===== config.mk =====
export PLATFORM = sky130hd
export DESIGN_NAME = byte_rx
export DESIGN_NICKNAME = d
export VERILOG_FILES = /design/src/rtl/byte_rx_pkg.sv /design/src/rtl/byte_rx_shifter.sv /design/src/rtl/byte_rx.sv
export SDC_FILE = /design/constraint.sdc
export NUM_CORES = 1
export LEC_CHECK = 0
export ABC_AREA = 1
export CORE_UTILIZATION = 31
export CTS_CLUSTER_SIZE = 28
export DETAILED_ROUTE_END_ITERATION = 7
export GPL_ROUTABILITY_DRIVEN = 0
export PLACE_DENSITY_LB_ADDON = 0.05
export SETUP_SLACK_MARGIN = 0.05
export SYNTH_ARGS = -nofsm -noshare
export SYNTH_HDL_FRONTEND = slang
export SYNTH_SLANG_ARGS = --single-unit

===== constraint.sdc =====
create_clock -name CLK -period 2 [get_ports CLK]
set_input_delay 0.6 -clock CLK [delete_from_list [all_inputs] [get_ports CLK]]
set_output_delay 0.6 -clock CLK [all_outputs]
set_load 0.01 [all_outputs]

===== src/rtl/byte_rx_pkg.sv =====
// byte_rx_pkg: shared state encoding, default COM symbol and counter widths for the byte receiver.
package byte_rx_pkg;
   typedef enum logic [1:0] {SEARCH = 2'd0, CHECK = 2'd1, LOCKED = 2'd2} state_t;
   localparam logic [7:0] COM_DEFAULT = 8'hBC;
   localparam int COM_CNT_W = 4;
   localparam int GAP_CNT_W = 8;
endpackage


===== src/rtl/byte_rx_shifter.sv =====
// byte_rx_shifter: serial shift register presenting the candidate byte nxt and its COM compare.
module byte_rx_shifter
   import byte_rx_pkg::*;
#(
   parameter logic [7:0] COM_SYMBOL = COM_DEFAULT
) (
   input  logic       CLK,
   input  logic       RESET,
   input  logic       serial_in,
   output logic [7:0] nxt,
   output logic       com_match
);
   // The oldest bit falls out of nxt on the next shift, so only seven are held.
   logic [6:0] sr;
   assign nxt = {sr, serial_in};
   assign com_match = nxt == COM_SYMBOL;
   always_ff @(posedge CLK or negedge RESET)
      if (!RESET) sr <= '0;
      else sr <= nxt[6:0];
endmodule


===== src/rtl/byte_rx.sv =====
// byte_rx: serial-to-byte receiver that hunts for COM alignment, confirms lock and emits bytes.
// Define BYTE_RX_STRIP_COM_EN to drop COM bytes from the locked output stream.
module byte_rx
   import byte_rx_pkg::*;
#(
   parameter logic [7:0] COM_SYMBOL = COM_DEFAULT,
   parameter int         LOCK_COUNT = 4,
   parameter int         MAX_GAP    = 64
) (
   input  logic       CLK,
   input  logic       RESET,
   input  logic       serial_in,
   output logic [7:0] DATA,
   output logic       Valid,
   output logic       aligned,
   output logic       lock_lost
);
   localparam logic [COM_CNT_W-1:0] LOCK_LAST = COM_CNT_W'(LOCK_COUNT - 1);
   localparam logic [GAP_CNT_W-1:0] GAP_LAST = GAP_CNT_W'(MAX_GAP - 1);
   state_t state;
   logic [2:0] bit_cnt;
   logic [COM_CNT_W-1:0] com_cnt;
   logic [GAP_CNT_W-1:0] gap_cnt;
   logic [7:0] nxt;
   logic com_match, boundary, drop, emit;
   byte_rx_shifter #(.COM_SYMBOL(COM_SYMBOL)) u_shifter (
      .CLK(CLK),
      .RESET(RESET),
      .serial_in(serial_in),
      .nxt(nxt),
      .com_match(com_match)
   );
   assign boundary = bit_cnt == 3'd7;
   assign drop = !com_match && gap_cnt == GAP_LAST;
`ifdef BYTE_RX_STRIP_COM_EN
   assign emit = !com_match && !drop;
`else
   assign emit = !drop;
`endif
   always_ff @(posedge CLK or negedge RESET)
      if (!RESET) begin
         state     <= SEARCH;
         bit_cnt   <= '0;
         com_cnt   <= '0;
         gap_cnt   <= '0;
         DATA      <= '0;
         Valid     <= 1'b0;
         aligned   <= 1'b0;
         lock_lost <= 1'b0;
      end else begin
         Valid     <= 1'b0;
         lock_lost <= 1'b0;
         bit_cnt   <= bit_cnt + 3'd1;
         case (state)
            SEARCH:
               if (com_match) begin
                  state   <= CHECK;
                  bit_cnt <= '0;
                  com_cnt <= COM_CNT_W'(1);
               end
            CHECK:
               if (boundary) begin
                  if (!com_match) begin
                     state   <= SEARCH;
                     com_cnt <= '0;
                  end else if (com_cnt == LOCK_LAST) begin
                     state   <= LOCKED;
                     gap_cnt <= '0;
                     aligned <= 1'b1;
                  end else com_cnt <= com_cnt + 1'b1;
               end
            LOCKED:
               if (boundary) begin
                  if (com_match) gap_cnt <= '0;
                  else if (drop) begin
                     state     <= SEARCH;
                     com_cnt   <= '0;
                     lock_lost <= 1'b1;
                     aligned   <= 1'b0;
                  end else gap_cnt <= gap_cnt + 1'b1;
                  if (emit) begin
                     DATA  <= nxt;
                     Valid <= 1'b1;
                  end
               end
            default: state <= SEARCH;
         endcase
      end
endmodule


# ---- Word-level counts from Yosys, hierarchy flattened
# Cells that the tools add are included.
dict set report op_classes {
  addsub 3
  eq_ne 16
  muxes 39
  bitwise 1
  n_reduce_logical 10
}
# cell count
set op_table {}
lappend op_table {{8-bit two-way mux} 6}
lappend op_table {{4-bit two-way mux} 7}
lappend op_table {{8-bit one-hot mux with 2 select lines} 1}
lappend op_table {{2-bit two-way mux} 7}
lappend op_table {{2-bit != test, second input constant} 7}
lappend op_table {{7-bit AND reduction} 2}
lappend op_table {{1-bit two-way mux} 13}
lappend op_table {{4-bit one-hot mux with 3 select lines} 1}
lappend op_table {{6-bit AND reduction} 2}
lappend op_table {{3-bit != test, second input constant} 3}
lappend op_table {{8-bit by 1-bit adder with 8-bit output, second input constant} 1}
lappend op_table {{8-bit by 6-bit equality test with 1-bit output, second input constant} 1}
lappend op_table {{8-bit equality test, second input constant} 1}
lappend op_table {{3-bit two-way mux} 2}
lappend op_table {{2-bit one-hot mux with 3 select lines} 1}
lappend op_table {{4-bit by 1-bit adder with 4-bit output, second input constant} 1}
lappend op_table {{4-bit by 2-bit equality test with 1-bit output, second input constant} 1}
lappend op_table {{3-bit by 1-bit adder with 3-bit output, second input constant} 1}
lappend op_table {{3-bit equality test, second input constant} 1}
lappend op_table {{3-bit AND reduction} 1}
lappend op_table {{3-bit nonzero test} 1}
lappend op_table {{2-bit by 1-bit equality test with 1-bit output, second input constant} 1}
lappend op_table {{2-bit equality test, second input constant} 1}
lappend op_table {{2-bit zero test} 1}
lappend op_table {{other kinds (5)} 5}
dict set report totals {
  register_bits 35
  in_bits 3
  output_inout_bits 11
  word_cells 78
}

# ---- Longest topological paths before layout
# Gate-level depths: netlist of run 1.
dict set report depth {
  word_depth 7
  depth_mapped 13
  depth_no_buf 12
}

# ---- Cells and area by module
# Synthesis of run 1 repeated with hierarchy kept, for this count alone.
dict set report hier_totals {
  cells_unflattened 216
  area_unflattened_um2 1736.7
}
# module instances cells_each area_per_inst_um2 seq_area_each_um2
set by_module_without_submodules {}
lappend by_module_without_submodules {byte_rx 1 198 1514.0 700.7}
lappend by_module_without_submodules {byte_rx_shifter 1 18 222.7 175.2}

# ---- Least setup slack after synthesis of run 1
# Ideal clock, no wire load.
dict set report synth_timing {
  path_type {input port to flip-flop}
  startpoint {input serial_in}
  endpoint {register gap_cnt[5]}
  setup_time_ps 117
  arrival_time_ps 1476
  t_required_ps 1883
  slack_ps 407
  cell_stages 10
  n_path_buf 0
  cell_sequence {inv_2 nand2_1 nor2_4 nand2_4 nand2_4 inv_2 nor3_4 nand2_4 nand2_1 nand2_1}
}
dict set report synth_between {
  elab_chain_len 5
  elab_cells_between_ends 9
  classes_between {3 x eq/ne; 3 x mux; 3 x reduce/logical}
}
# element line
set synth_lines {}
lappend synth_lines {{start, declared} byte_rx.sv:12} ;# input logic serial_in,
lappend synth_lines {{8-bit equality test *} byte_rx_shifter.sv:16} ;# assign com_match = nxt == COM_SYMBOL;
lappend synth_lines {{1-bit zero test} --}
lappend synth_lines {{1-bit logical AND} byte_rx.sv:34} ;# assign drop = !com_match && gap_cnt == GAP_LAST;
lappend synth_lines {{3-bit != test (no line)} --}
lappend synth_lines {{6-bit AND reduction (no line)} --}
lappend synth_lines {{end signal, assigned} byte_rx.sv:80} ;# end else gap_cnt <= gap_cnt + 1'b1;
lappend synth_lines {{end, declared} byte_rx.sv:23} ;# logic [GAP_CNT_W-1:0] gap_cnt;
# Mark *: on every way between the ends. The rest lies on a longest branch, timed or not. The select of a mux whose other input is x is not followed.
# A chain may end at the register's enable or synchronous reset.

# ---- Final worst setup path of run 1
dict set report layout_timing {
  startpoint {input serial_in}
  endpoint {register gap_cnt[7]}
}
# The elaborated chain is that of the path after synthesis.

==> out/qor.csv, run 1 <==
metric,value,unit
status,finished clean,
Final Net Count,271,
clock transition at the registers of the reported paths,0.08,ns
"Setup violations, final",0,
I/O pin count,14,
Final ANT Viol Nets,0,
Synth Instances,222,
Peak Freq,557,MHz
total power,2.09,mW
RSZ-0062 raised after global routing,false,
DR DRC count,0,
top cell family by delay on the critical path,buffers and inverters,
layout cell share with drive strength beyond 1,17.9,%
H-tree depth,2,
Slowest cell on crit path,clkdlybuf4s50_1,
gr usage total,14.9,%
Inst Count DP,326,
total congestion overflow,0,
crit share post-route,89.7,%
Port Buffers,13,
Worst slew margin,79.6,%
crit path kind,input port to flop,
synthesized cell area,1830,sq um
Syn Area/Cell,8.23,sq um
Seq cells post-synth,35,
Synth Warn #,0,
WL met1,2.05,mm
largest net degree at the start of global routing,36,
Slew Limit Fails,0,
IR Drop Worst-Case VDD,412,uV
Least-Margin Pin Slew,0.304,ns
register-to-register setup slack,0.25,ns
clk buf depth,2,
final hold slack,0.256,ns
min Tclk post-route,1.79,ns
n_diodes,0,
initial antenna violation count,0,
cts hold-fix bufs,0,
Root Buffer,clkbuf_8,
Pwr Density,909,nW/um^2
sequential fraction of the synthesis area,47.9,%
Area Overhead vs Synth,25.8,%
CTS tree,yes,
Syn Nets,232,
Worst Setup SP,serial_in,
clock sink count,35,
endpoints failing hold,0,
met2 wire len,1.80,mm
first-pass GRT wire length,7.18,mm
Die ar.,6200,sq um
dpl ws,-0.106,ns
CTS resizes,0,
Worst Skew,0.0115,ns
max incr delay on CP,0.43,ns
"top cells by area, synth","dfrtp_1 48%, nand2_1 14%, nand3_1 5.5%",
hold crit path type,input port to async pin,
design area,2300,sq um
Met3 Routed Length,112,um
"Arr. time, crit path",2.02,ns
Skew-Pair Late Insertion Delay,0.29,ns
DR WL/cell,12.0,um
Worst Path Required,2.22,ns
worst-path maximum fanout,5,
Vias/cell,4.47,
reg-to-reg startpoint,state[1],
Yosys top cell area share,47.9,%
setup repair bufs after CTS,0,
leakage power,1.19,nW
Critical Path Start Type,input port,
Final WS setup,0.205,ns
Routed WL,4.01,mm
DRT iter0 DRCs,58,
core region area,5610,sq um
vias post-DR,1492,
fill cell count,630,
post-synthesis cell type count,27,
max_cap viols,0,
number of global-route vias before repair,1534,
Post-Layout Cell Count,334,
Initial Utilization,32.6,%
highest routed layer,met4,
CP Capture Type,flop,
DP Wirelength,2.91,mm
WP buf/inv,4,
# rows,27,
"Core Util, Final",41.0,%
Die W,78.8,um
Synth area leader,dfrtp_1,
Initial DRT Pass Iterations,4,
Placed Area,2210,sq um
setup TNS,0,ns
CTS Buf Count,5,
Die Ht,78.8,um
crit path cell chain,clkdlybuf4s50_1 > inv_2 > nand2_1 > nor2_4 > nand2_4 > nand2_4 > inv_2 > nor3_4 > buf_4 > nand3_1 > nand2_1,
## layer usage
| layer | track usage [%] | vias up |
|---|---|---|
| li1 | - | 780 |
| met1 | 19.6 | 688 |
| met2 | 24.3 | 20 |
| met3 | 3.22 | 4 |
| met4 | 5.00 | 0 |
| met5 | 0 | - |
## power breakdown
part / switching, mW / internal, mW / leakage [nW]
sequential: 0.0387 / 0.774 / 0.458
clock: 0.283 / 0.242 / 0.0402
combinational: 0.450 / 0.299 / 0.695
## area by class of cell
type	instances	area (sq um)	area share, %
multi-input cells	160	841	36.6
repair buffers	34	308	13.4
clock inverters	3	20.0	0.871
well taps	72	90.1	3.92
inverters	25	93.8	4.08
flip-flops and latches	35	876	38.1
clock buffers	5	68.8	3.00
## cell usage in the layout, fill, tap and decap left out
cell              n
nand2_1          69
dfrtp_1          35
nor2_1           24
inv_1            21
nand3_1          20
buf_4            19
clkdlybuf4s50_1  12
ha_1              7
a21oi_1           6
o21ai_0           5
clkbuf_8          5
inv_2             4
nand2_4           4
xor2_1            4
nor3_1            4
nor2_4            3
nand3b_1          2
nor3b_1           2
clkinvlp_4        2
buf_12            2
nand2_2           1
nor4_1            1
nor3b_2           1
nor2_2            1
o21bai_1          1
a21oi_2           1
nand4_1           1
or2_1             1
nor3_4            1
o21ai_2           1
clkinv_2          1
buf_2             1
## flip-flops by register name, summed over array words and instances (netlist names)
signal / flops
lock_lost: 1
state: 2
Valid: 1
DATA: 8
bit_cnt: 3
u_shifter.sr: 7
gap_cnt: 8
com_cnt: 4
aligned: 1
## cells by family after synthesis
| logic type | after synthesis | share of synthesized area, % |
|---|---|---|
| simple gates | 135 | 34.9 |
| flops | 35 | 47.9 |
| buf+inv | 27 | 6.03 |
| compound gates | 14 | 4.38 |
| fa+ha+maj | 7 | 4.79 |
| xor+xnor | 4 | 1.92 |
## synth_stat cells (all sizes together)
master / n
a21oi: 7
nand2: 74
nor3b: 3
nor4: 1
nor2: 28
nand3: 20
o21bai: 1
nand3b: 2
dfrtp: 35
nor3: 5
xor2: 4
nand4: 1
ha: 7
or2: 1
inv: 25
buf: 2
o21ai: 6
## worst paths after layout
kind | to | depth (start not counted)
min | com_cnt[0] | 2
max | gap_cnt[7] | 11
max reg2reg | com_cnt[2] | 10
min in group CLK | u_shifter.sr[2] | 0
max in group asynchronous | bit_cnt[1] | 2
min reg2reg | u_shifter.sr[2] | 0
No activity file was read; power rests on OpenSTA's default activity.
==> run 2, diff against run 1 <==
--- a/config.mk
+++ b/config.mk
@@ -6,10 +6,10 @@
 export NUM_CORES = 1
 export LEC_CHECK = 0
 export ABC_AREA = 1
+export CORE_ASPECT_RATIO = 2
 export CORE_UTILIZATION = 31
 export CTS_CLUSTER_SIZE = 28
 export DETAILED_ROUTE_END_ITERATION = 7
-export GPL_ROUTABILITY_DRIVEN = 0
 export PLACE_DENSITY_LB_ADDON = 0.05
 export SETUP_SLACK_MARGIN = 0.05
 export SYNTH_ARGS = -nofsm -noshare
==> run 2 against run 1 <==
  * Combinational power is 6.0% higher
  * Non-clock buffer count stayed put
  * Final cell count is 3.6% lower
  * Via count is 1.1% lower
  * Clock-buffer cell count stayed put
  * Sequential power is 0.5% higher
  * First-iteration DRC count is 47% lower
  * Critical path type is now flop to primary output
  * Highest routed layer unchanged
==> out/qor.csv, run 2 (synthesis results as in run 1) <==
metric,value,unit,change
Final ANT Viol Nets,0,,unchanged
Worst slew margin,69.0,%,-11 points
number of global-route vias before repair,1524,,-0.65%
largest net degree at the start of global routing,36,,unchanged
"Setup violations, final",0,,unchanged
clock sink count,35,,unchanged
dpl ws,-0.242,ns,-0.136 ns
crit path kind,flop to primary output,,
max_cap viols,0,,unchanged
top cell family by delay on the critical path,buffers and inverters,,
biggest regs,"DATA: 8 flops, gap_cnt: 8 flops, u_shifter.sr: 7 flops",,
"most common cell after layout, fill and taps aside",nand2_1,,
Die Ht,111,um,+40%
worst setup path end,DATA[2],,
Levels on crit path,1,,-10
CTS Buf Count,5,,unchanged
endpoints failing hold,0,,unchanged
Port Buffers,13,,unchanged
Area Overhead vs Synth,31.3,%,
min Tclk post-route,1.77,ns,-0.0252 ns
hold crit path type,input port to async pin,,
CTS tree,yes,,
n_diodes,0,,unchanged
clock transition at the registers of the reported paths,0.05,ns,-0.03 ns
Initial DRT Pass Iterations,4,,unchanged
WP buf/inv,1,,-3
Routed WL,4.23,mm,+5.7%
worst-path maximum fanout,2,,-3
Worst Skew,0.00375,ns,-0.00775 ns
R2R Path End,com_cnt[0],,
Worst Path Required,1.40,ns,-0.82 ns
I/O pin count,14,,unchanged
H-tree depth,2,,unchanged
crit share post-route,88.5,%,-1.3 points
leakage power,1.24,nW,+4.2%
DRT iter0 DRCs,31,,-47%
final RePlAce weighted congestion,0.788,,
IR Drop Worst-Case VDD,746,uV,+81%
first-pass GRT wire length,7.01,mm,-2.3%
vias post-DR,1475,,-1.1%
DR DRC count,0,,unchanged
crit path cell chain,clkdlybuf4s50_1,,
cts hold-fix bufs,0,,unchanged
Final Net Count,271,,unchanged
Skew-Pair Late Insertion Delay,0.27,ns,-0.02 ns
max incr delay on CP,0.55,ns,+0.12 ns
gr usage total,14.9,%,-0.044 points
final hold slack,0.359,ns,+0.104 ns
Die W,56.3,um,-29%
Peak Freq,565,MHz,+1.4%
most frequent cells in the layout,"68 x nand2_1, 35 x dfrtp_1, 24 x nor2_1, 21 x inv_1, 20 x nand3_1",,
Critical Path Start Type,flop,,
layout cell share with drive strength beyond 1,18.8,%,+0.84 points
DR WL/cell,13.1,um,+9.7%
Vias/cell,4.58,,+2.5%
Final WS setup,0.230,ns,+0.0252 ns
core region area,5710,sq um,+1.8%
Slew Limit Fails,0,,unchanged
Slowest cell on crit path,clkdlybuf4s50_1,,
# rows,39,,+44%
Initial Utilization,32.0,%,-0.58 points
Pwr Density,1030,nW/um^2,+13%
Worst Setup SP,DATA[2],,
RSZ-0062 raised after global routing,false,,
register-to-register setup slack,0.27,ns,+0.02 ns
"Arr. time, crit path",1.17,ns,-0.85 ns
reg-to-reg startpoint,state[1],,
FF/Latch Area,876,sq um,unchanged
CP Capture Type,primary output,,
total congestion overflow,0,,unchanged
DP Wirelength,3.20,mm,+10%
initial antenna violation count,0,,unchanged
status,finished clean,,
Root Buffer,clkbuf_16,,
clk buf depth,2,,unchanged
"Core Util, Final",42.0,%,+1.0 points
multi-input logic area,862,sq um,+2.5%
Least-Margin Pin Slew,0.465,ns,+0.161 ns
fill cell count,603,,-4.3%
Die ar.,6220,sq um,+0.30%
FF-to-FF path depth,12,,+2
run 2: cell count changes in the layout (fill, tap and decap cells not counted), sizes merged:
cell / delta
buf: -2
bufinv: +1
clkbuf: +2
clkdlybuf4s50: -1
clkinv: -1
clkinvlp: -1
dlymetal6s2s: +1
run 2: power breakdown:
part / switching [mW] / total (mW) / internal, mW / leakage, nW
Clock: 0.279 / 0.859 / 0.580 / 0.0759
Sequential: 0.0410 / 0.817 / 0.776 / 0.458
Combinational: 0.465 / 0.794 / 0.329 / 0.709
Total: 0.785 / 2.47 / 1.69 / 1.24
run 2: worst min-delay path by stage:
stage	end	slack, ns	startpoint
6_report	DATA[3]	0.36	RESET
3_3_place_gp	u_shifter.sr[4]	0.38	u_shifter.sr[3]
5_1_grt	Valid	0.41	RESET
2_1_floorplan	DATA[0]	0.30	RESET
4_1_cts	DATA[3]	0.38	RESET
3_5_place_dp	u_shifter.sr[4]	0.39	u_shifter.sr[3]
run 2: metrics by stage:
step	cells	power (mW)	cell area, sq um	setup TNS (ns)
global route	322	2.64	2400	0
finish	322	2.47	2400	0
CTS	319	2.49	2340	0
detailed placement	312	1.60	2170	-2.56
global placement	312	1.59	2170	-1.99
floorplan	222	1.29	1830	0
run 2: area by class of cell:
cell class	count	area share [%]
tap	61	3.18
clock buffer	5	5.22
clock inverter	2	1.56
sequential	35	36.5
multi-input combinational	160	35.9
inverter	25	3.91
timing repair buffer	34	13.7
run 2: timing repair:
item,CTS,global route
cloned,0,1
setup endpoints to repair,1,9
pin swaps,0,2
buffers inserted,0,2
gates resized for setup,1,4
run 2: metal layers:
layer	GRT usage (%)	wire length, um	up-vias
li1	-	-	776
met1	15.8	1640	687
met2	27.5	2450	8
met3	2.46	54	4
met4	7.32	88	0
met5	0	0	-
==> run 3, diff against run 2 <==
--- a/config.mk
+++ b/config.mk
@@ -7,7 +7,7 @@
 export LEC_CHECK = 0
 export ABC_AREA = 1
 export CORE_ASPECT_RATIO = 2
-export CORE_UTILIZATION = 31
+export CORE_UTILIZATION = 57
 export CTS_CLUSTER_SIZE = 28
 export DETAILED_ROUTE_END_ITERATION = 7
 export PLACE_DENSITY_LB_ADDON = 0.05
==> constraint.sdc (replaced) <==
create_clock -name CLK -period 1.86 [get_ports CLK]
set_input_delay 0.558 -clock CLK [delete_from_list [all_inputs] [get_ports CLK]]
set_output_delay 0.558 -clock CLK [all_outputs]
set_load 0.01 [all_outputs]
==> run 3 against run 2 <==
  * Non-clock buffer count down 4
  * Core utilization up 33 points
  * Via count up 4.7%
  * First-iteration DRC count up 48%
  * Clock-buffer cell count up 2
  * Clock skew up 0.0076 ns
  * Global-route usage up 12 points
  * Combinational power up 11%
  * Critical path depth unchanged
  * Largest cell class is now multi-input combinational cells
==> out/qor.csv, run 3 (synthesis results as in run 1) <==
metric,value,unit,change
vias post-DR,1545,,+4.7%
Skew-Pair Late Insertion Delay,0.29,ns,+0.02 ns
total power,2.36,mW,-4.3%
clock transition at the registers of the reported paths,0.07,ns,+0.02 ns
hold crit path type,flop to flop,,
Critical Path Start Type,flop,,
IR Drop Worst-Case VDD,844,uV,+13%
max_cap viols,0,,unchanged
Die W,42.0,um,-25%
largest net degree at the start of global routing,36,,unchanged
"Setup violations, final",0,,unchanged
"most common cell after layout, fill and taps aside",nand2_1,,
Slew Limit Fails,0,,unchanged
Final WS setup,0.0979,ns,-0.132 ns
Port Buffers,13,,unchanged
# rows,28,,-28%
first-pass GRT wire length,7.00,mm,-0.20%
gr usage total,26.9,%,+12 points
Root Buffer,clkbuf_8,,
clk buf depth,2,,unchanged
DR DRC count,0,,unchanged
DRT iter0 DRCs,46,,+48%
Vias/cell,5.36,,+17%
CTS Buf Count,5,,unchanged
Routed WL,4.12,mm,-2.6%
clock sink count,35,,unchanged
Final ANT Viol Nets,0,,unchanged
n_diodes,0,,unchanged
max incr delay on CP,0.55,ns,about the same
core region area,3010,sq um,-47%
Inst Count DP,279,,-11%
dpl ws,-0.283,ns,-0.0415 ns
CTS tree,yes,,
WP buf/inv,1,,unchanged
DP Wirelength,2.95,mm,-7.9%
"Core Util, Final",75.0,%,+33 points
Peak Freq,568,MHz,
Worst slew margin,70.6,%,+1.6 points
top cell family by delay on the critical path,buffers and inverters,,
most frequent cells in the layout,"68 x nand2_1, 35 x dfrtp_1, 21 x inv_1, 19 x nor2_1, 19 x nand3_1",,
Die ar.,3450,sq um,-45%
initial antenna violation count,0,,unchanged
Area Overhead vs Synth,23.8,%,
"Arr. time, crit path",1.20,ns,+0.03 ns
final RePlAce weighted congestion,1.02,,+29%
cts hold-fix bufs,0,,unchanged
multi-input logic area,881,sq um,+2.2%
Die Ht,82.1,um,-26%
Initial Utilization,60.6,%,+29 points
total congestion overflow,0,,unchanged
Initial DRT Pass Iterations,4,,unchanged
crit share post-route,94.7,%,
RSZ-0062 raised after global routing,true,,
worst-path maximum fanout,2,,unchanged
Slowest cell on crit path,clkdlybuf4s50_1,,
crit path kind,flop to primary output,,
Worst Skew,0.0114,ns,+0.00765 ns
Worst Path Required,1.30,ns,-0.10 ns
endpoints failing hold,0,,unchanged
Pwr Density,1050,nW/um^2,+1.5%
status,finished clean,,
leakage power,1.18,nW,-4.8%
min Tclk post-route,1.76,ns,
FF/Latch Area,876,sq um,unchanged
DR WL/cell,14.3,um,+8.9%
Least-Margin Pin Slew,0.441,ns,-0.0236 ns
layout cell share with drive strength beyond 1,19.4,%,+0.61 points
fill cell count,223,,-63%
Post-Layout Cell Count,288,,-11%
I/O pin count,14,,unchanged
CP Capture Type,primary output,,
crit path cell chain,clkdlybuf4s50_1,,
Final Net Count,267,,-1.5%
number of global-route vias before repair,1605,,+5.3%
biggest regs,"DATA: 8 flops, gap_cnt: 8 flops, u_shifter.sr: 7 flops",,
H-tree depth,2,,unchanged
==> run 3: routing by layer <==
layer / up-vias / track usage, % / share of wire (%)
met5: - / 0 / 0
met4: 0 / 11.9 / 1.9
met3: 9 / 5.49 / 2.8
met2: 39 / 51.4 / 57
met1: 730 / 27.7 / 39
li1: 767 / - / -
==> run 3: final timing paths <==
check                           startpoint              end  slack, ns  cells after the start
setup / recovery                   DATA[0]          DATA[0]        0.1                      1
hold / removal             u_shifter.sr[2]  u_shifter.sr[3]       0.40                      0
setup reg to reg                  state[0]       com_cnt[1]       0.16                     12
hold reg to reg            u_shifter.sr[2]  u_shifter.sr[3]       0.40                      0
max in group asynchronous            RESET       com_cnt[3]       0.86                      2
min in group asynchronous            RESET       gap_cnt[7]       0.69                      2
==> run 3: timing repair <==
action | CTS | global route
setup buffers | 1 | 0
gates resized for setup | 6 | 6
pin swaps | 2 | 1
endpoints found under the setup margin | 17 | 17
==> run 3: stage by stage <==
stage / TNS [ns] / hold slack (ns) / instance area [sq um]
2_1_floorplan: 0 / 0.262 / 1830
3_3_place_gp: -3.40 / 0.386 / 2100
3_5_place_dp: -5.47 / 0.383 / 2100
4_1_cts: 0 / 0.399 / 2240
5_1_grt: 0 / 0.420 / 2260
6_report: 0 / 0.401 / 2260
==> run 3: final cells by class <==
class | instances | area share [%]
timing repair buffer | 30 | 11.9
tap | 30 | 1.66
sequential | 35 | 38.7
multi-input combinational | 160 | 39.0
clock inverter | 1 | 0.332
clock buffer | 7 | 4.26
inverter | 25 | 4.15
==> run 3: power by group <==
group / internal, mW / total (mW) / switching (mW)
clock network: 0.337 / 0.607 / 0.271
registers: 0.833 / 0.879 / 0.0456
logic: 0.343 / 0.878 / 0.535
==> patch: new RTL, config.mk and constraints of run 1 <==
The option `BYTE_RX_STRIP_COM_EN` is turned on by a define.
--- a/src/rtl/byte_rx.sv
+++ b/src/rtl/byte_rx.sv
@@ -1,5 +1,7 @@
 // byte_rx: serial-to-byte receiver that hunts for COM alignment, confirms lock and emits bytes.
 // Define BYTE_RX_STRIP_COM_EN to drop COM bytes from the locked output stream.
+`define BYTE_RX_STRIP_COM_EN
+
 module byte_rx
    import byte_rx_pkg::*;
 #(
Behaviour: same outputs for any inputs over 10 cycles, from zero or initial values and one cycle with RESET low; that may be too few to reach the edited logic, so the function may still have changed.
==> patch against run 1 <==
- routed wire length fell by 12%
- area after synthesis fell by 0.27%
- critical endpoint is now gap_cnt[5]$_DFFE_PN0P_
- largest power group unchanged
- setup slack worse by 0.024 ns
- combinational power is 2.9% lower
- sequential cell count unchanged
- via count fell by 11%
- synthesized cell count decreased by 3.2%
- total power down 1.6%
- global-route usage decreased by 1.4 points
- cell area down 2.7%
- final cell count decreased by 6.3%
- critical path depth is the same
- fmax fell by 1.3%
==> patch: results <==
<?xml version="1.0" encoding="UTF-8"?>
<metrics>
  <group name="route">
    <metric name="num_vias" unit="">1323</metric>
    <metric name="wl_met1" unit="mm">1.76</metric>
    <metric name="dr.first_iter.drc_count" unit="">80</metric>
    <metric name="wl_met3" unit="um">115</metric>
    <metric name="detail_route.wirelength" unit="mm">3.53</metric>
  </group>
  <group name="global_route">
    <metric name="met2_usage" unit="">0.208</metric>
    <metric name="grt_max_degree" unit="">27</metric>
    <metric name="gr_util_met1" unit="">0.177</metric>
  </group>
  <group name="finish">
    <metric name="n_fill_cell" unit="">587</metric>
    <metric name="finish.net_count" unit="">252</metric>
  </group>
  <group name="timing">
    <metric name="fmax" unit="GHz">0.550</metric>
    <metric name="max_slew_margin" unit="">0.733</metric>
  </group>
  <group name="worst_setup_path">
    <metric name="crit-reg2reg-launch" unit="">state[0]$_DFFE_PN0P_</metric>
    <metric name="worst_r2r_end" unit="">gap_cnt[5]$_DFFE_PN0P_</metric>
    <metric name="crit_path_max_fanout" unit="">8</metric>
    <metric name="cp.arrival" unit="ns">1.99</metric>
  </group>
  <group name="yosys">
    <metric name="library_cells_used_by_synthesis" unit="">26</metric>
    <metric name="sequential_share_of_the_synthesized_area" unit="">0.481</metric>
    <metric name="synth_nets" unit="">227</metric>
    <metric name="synth_top_cells_by_count" unit="">sky130_fd_sc_hd__nand2_1 (67), sky130_fd_sc_hd__dfrtp_1 (35), sky130_fd_sc_hd__inv_1 (27), sky130_fd_sc_hd__nand3_1 (20), sky130_fd_sc_hd__nor2_1 (16)</metric>
    <metric name="syn-mean-instance-area" unit="um^2">8.47</metric>
    <metric name="synth.area.top_cells" unit="">sky130_fd_sc_hd__dfrtp_1 (48%), sky130_fd_sc_hd__nand2_1 (14%), sky130_fd_sc_hd__ha_1 (6.2%), sky130_fd_sc_hd__inv_1 (5.6%), sky130_fd_sc_hd__nand3_1 (5.5%)</metric>
  </group>
  <group name="placed_design">
    <metric name="pre_cts_ws" unit="ns">-0.125</metric>
    <metric name="post-place-cells" unit="">305</metric>
  </group>
  <group name="run_status">
    <metric name="run_status" unit="">finished clean</metric>
  </group>
</metrics>
## patch: power breakdown
group / switching [mW] / internal, mW / total (mW)
combinational: 0.413 / 0.313 / 0.727
sequential: 0.0431 / 0.773 / 0.816
clock: 0.268 / 0.242 / 0.510
## patch: kinds of logic (layout without fill, tap and decap cells)
family                   after synthesis  in the layout  share of synthesized area
buffers and inverters                 31             57                     0.0721
AND/OR/NAND/NOR                      126            126                      0.330
adder cells (fa/ha/maj)                9              9                     0.0618
XOR/XNOR                               4              4                     0.0192
flip-flops                            35             35                      0.481
AO/OA/AOI/OAI                         10             10                     0.0364
## patch: cell type report
type | instances | area, um^2 | area share
Sequential cell | 35 | 876 | 0.392
Multi-Input combinational cell | 149 | 840 | 0.376
Timing Repair Buffer | 21 | 235 | 0.105
Inverter | 28 | 105 | 0.0470
Tap cell | 72 | 90.1 | 0.0403
Clock buffer | 5 | 68.8 | 0.0308
Clock inverter | 3 | 20.0 | 0.00896
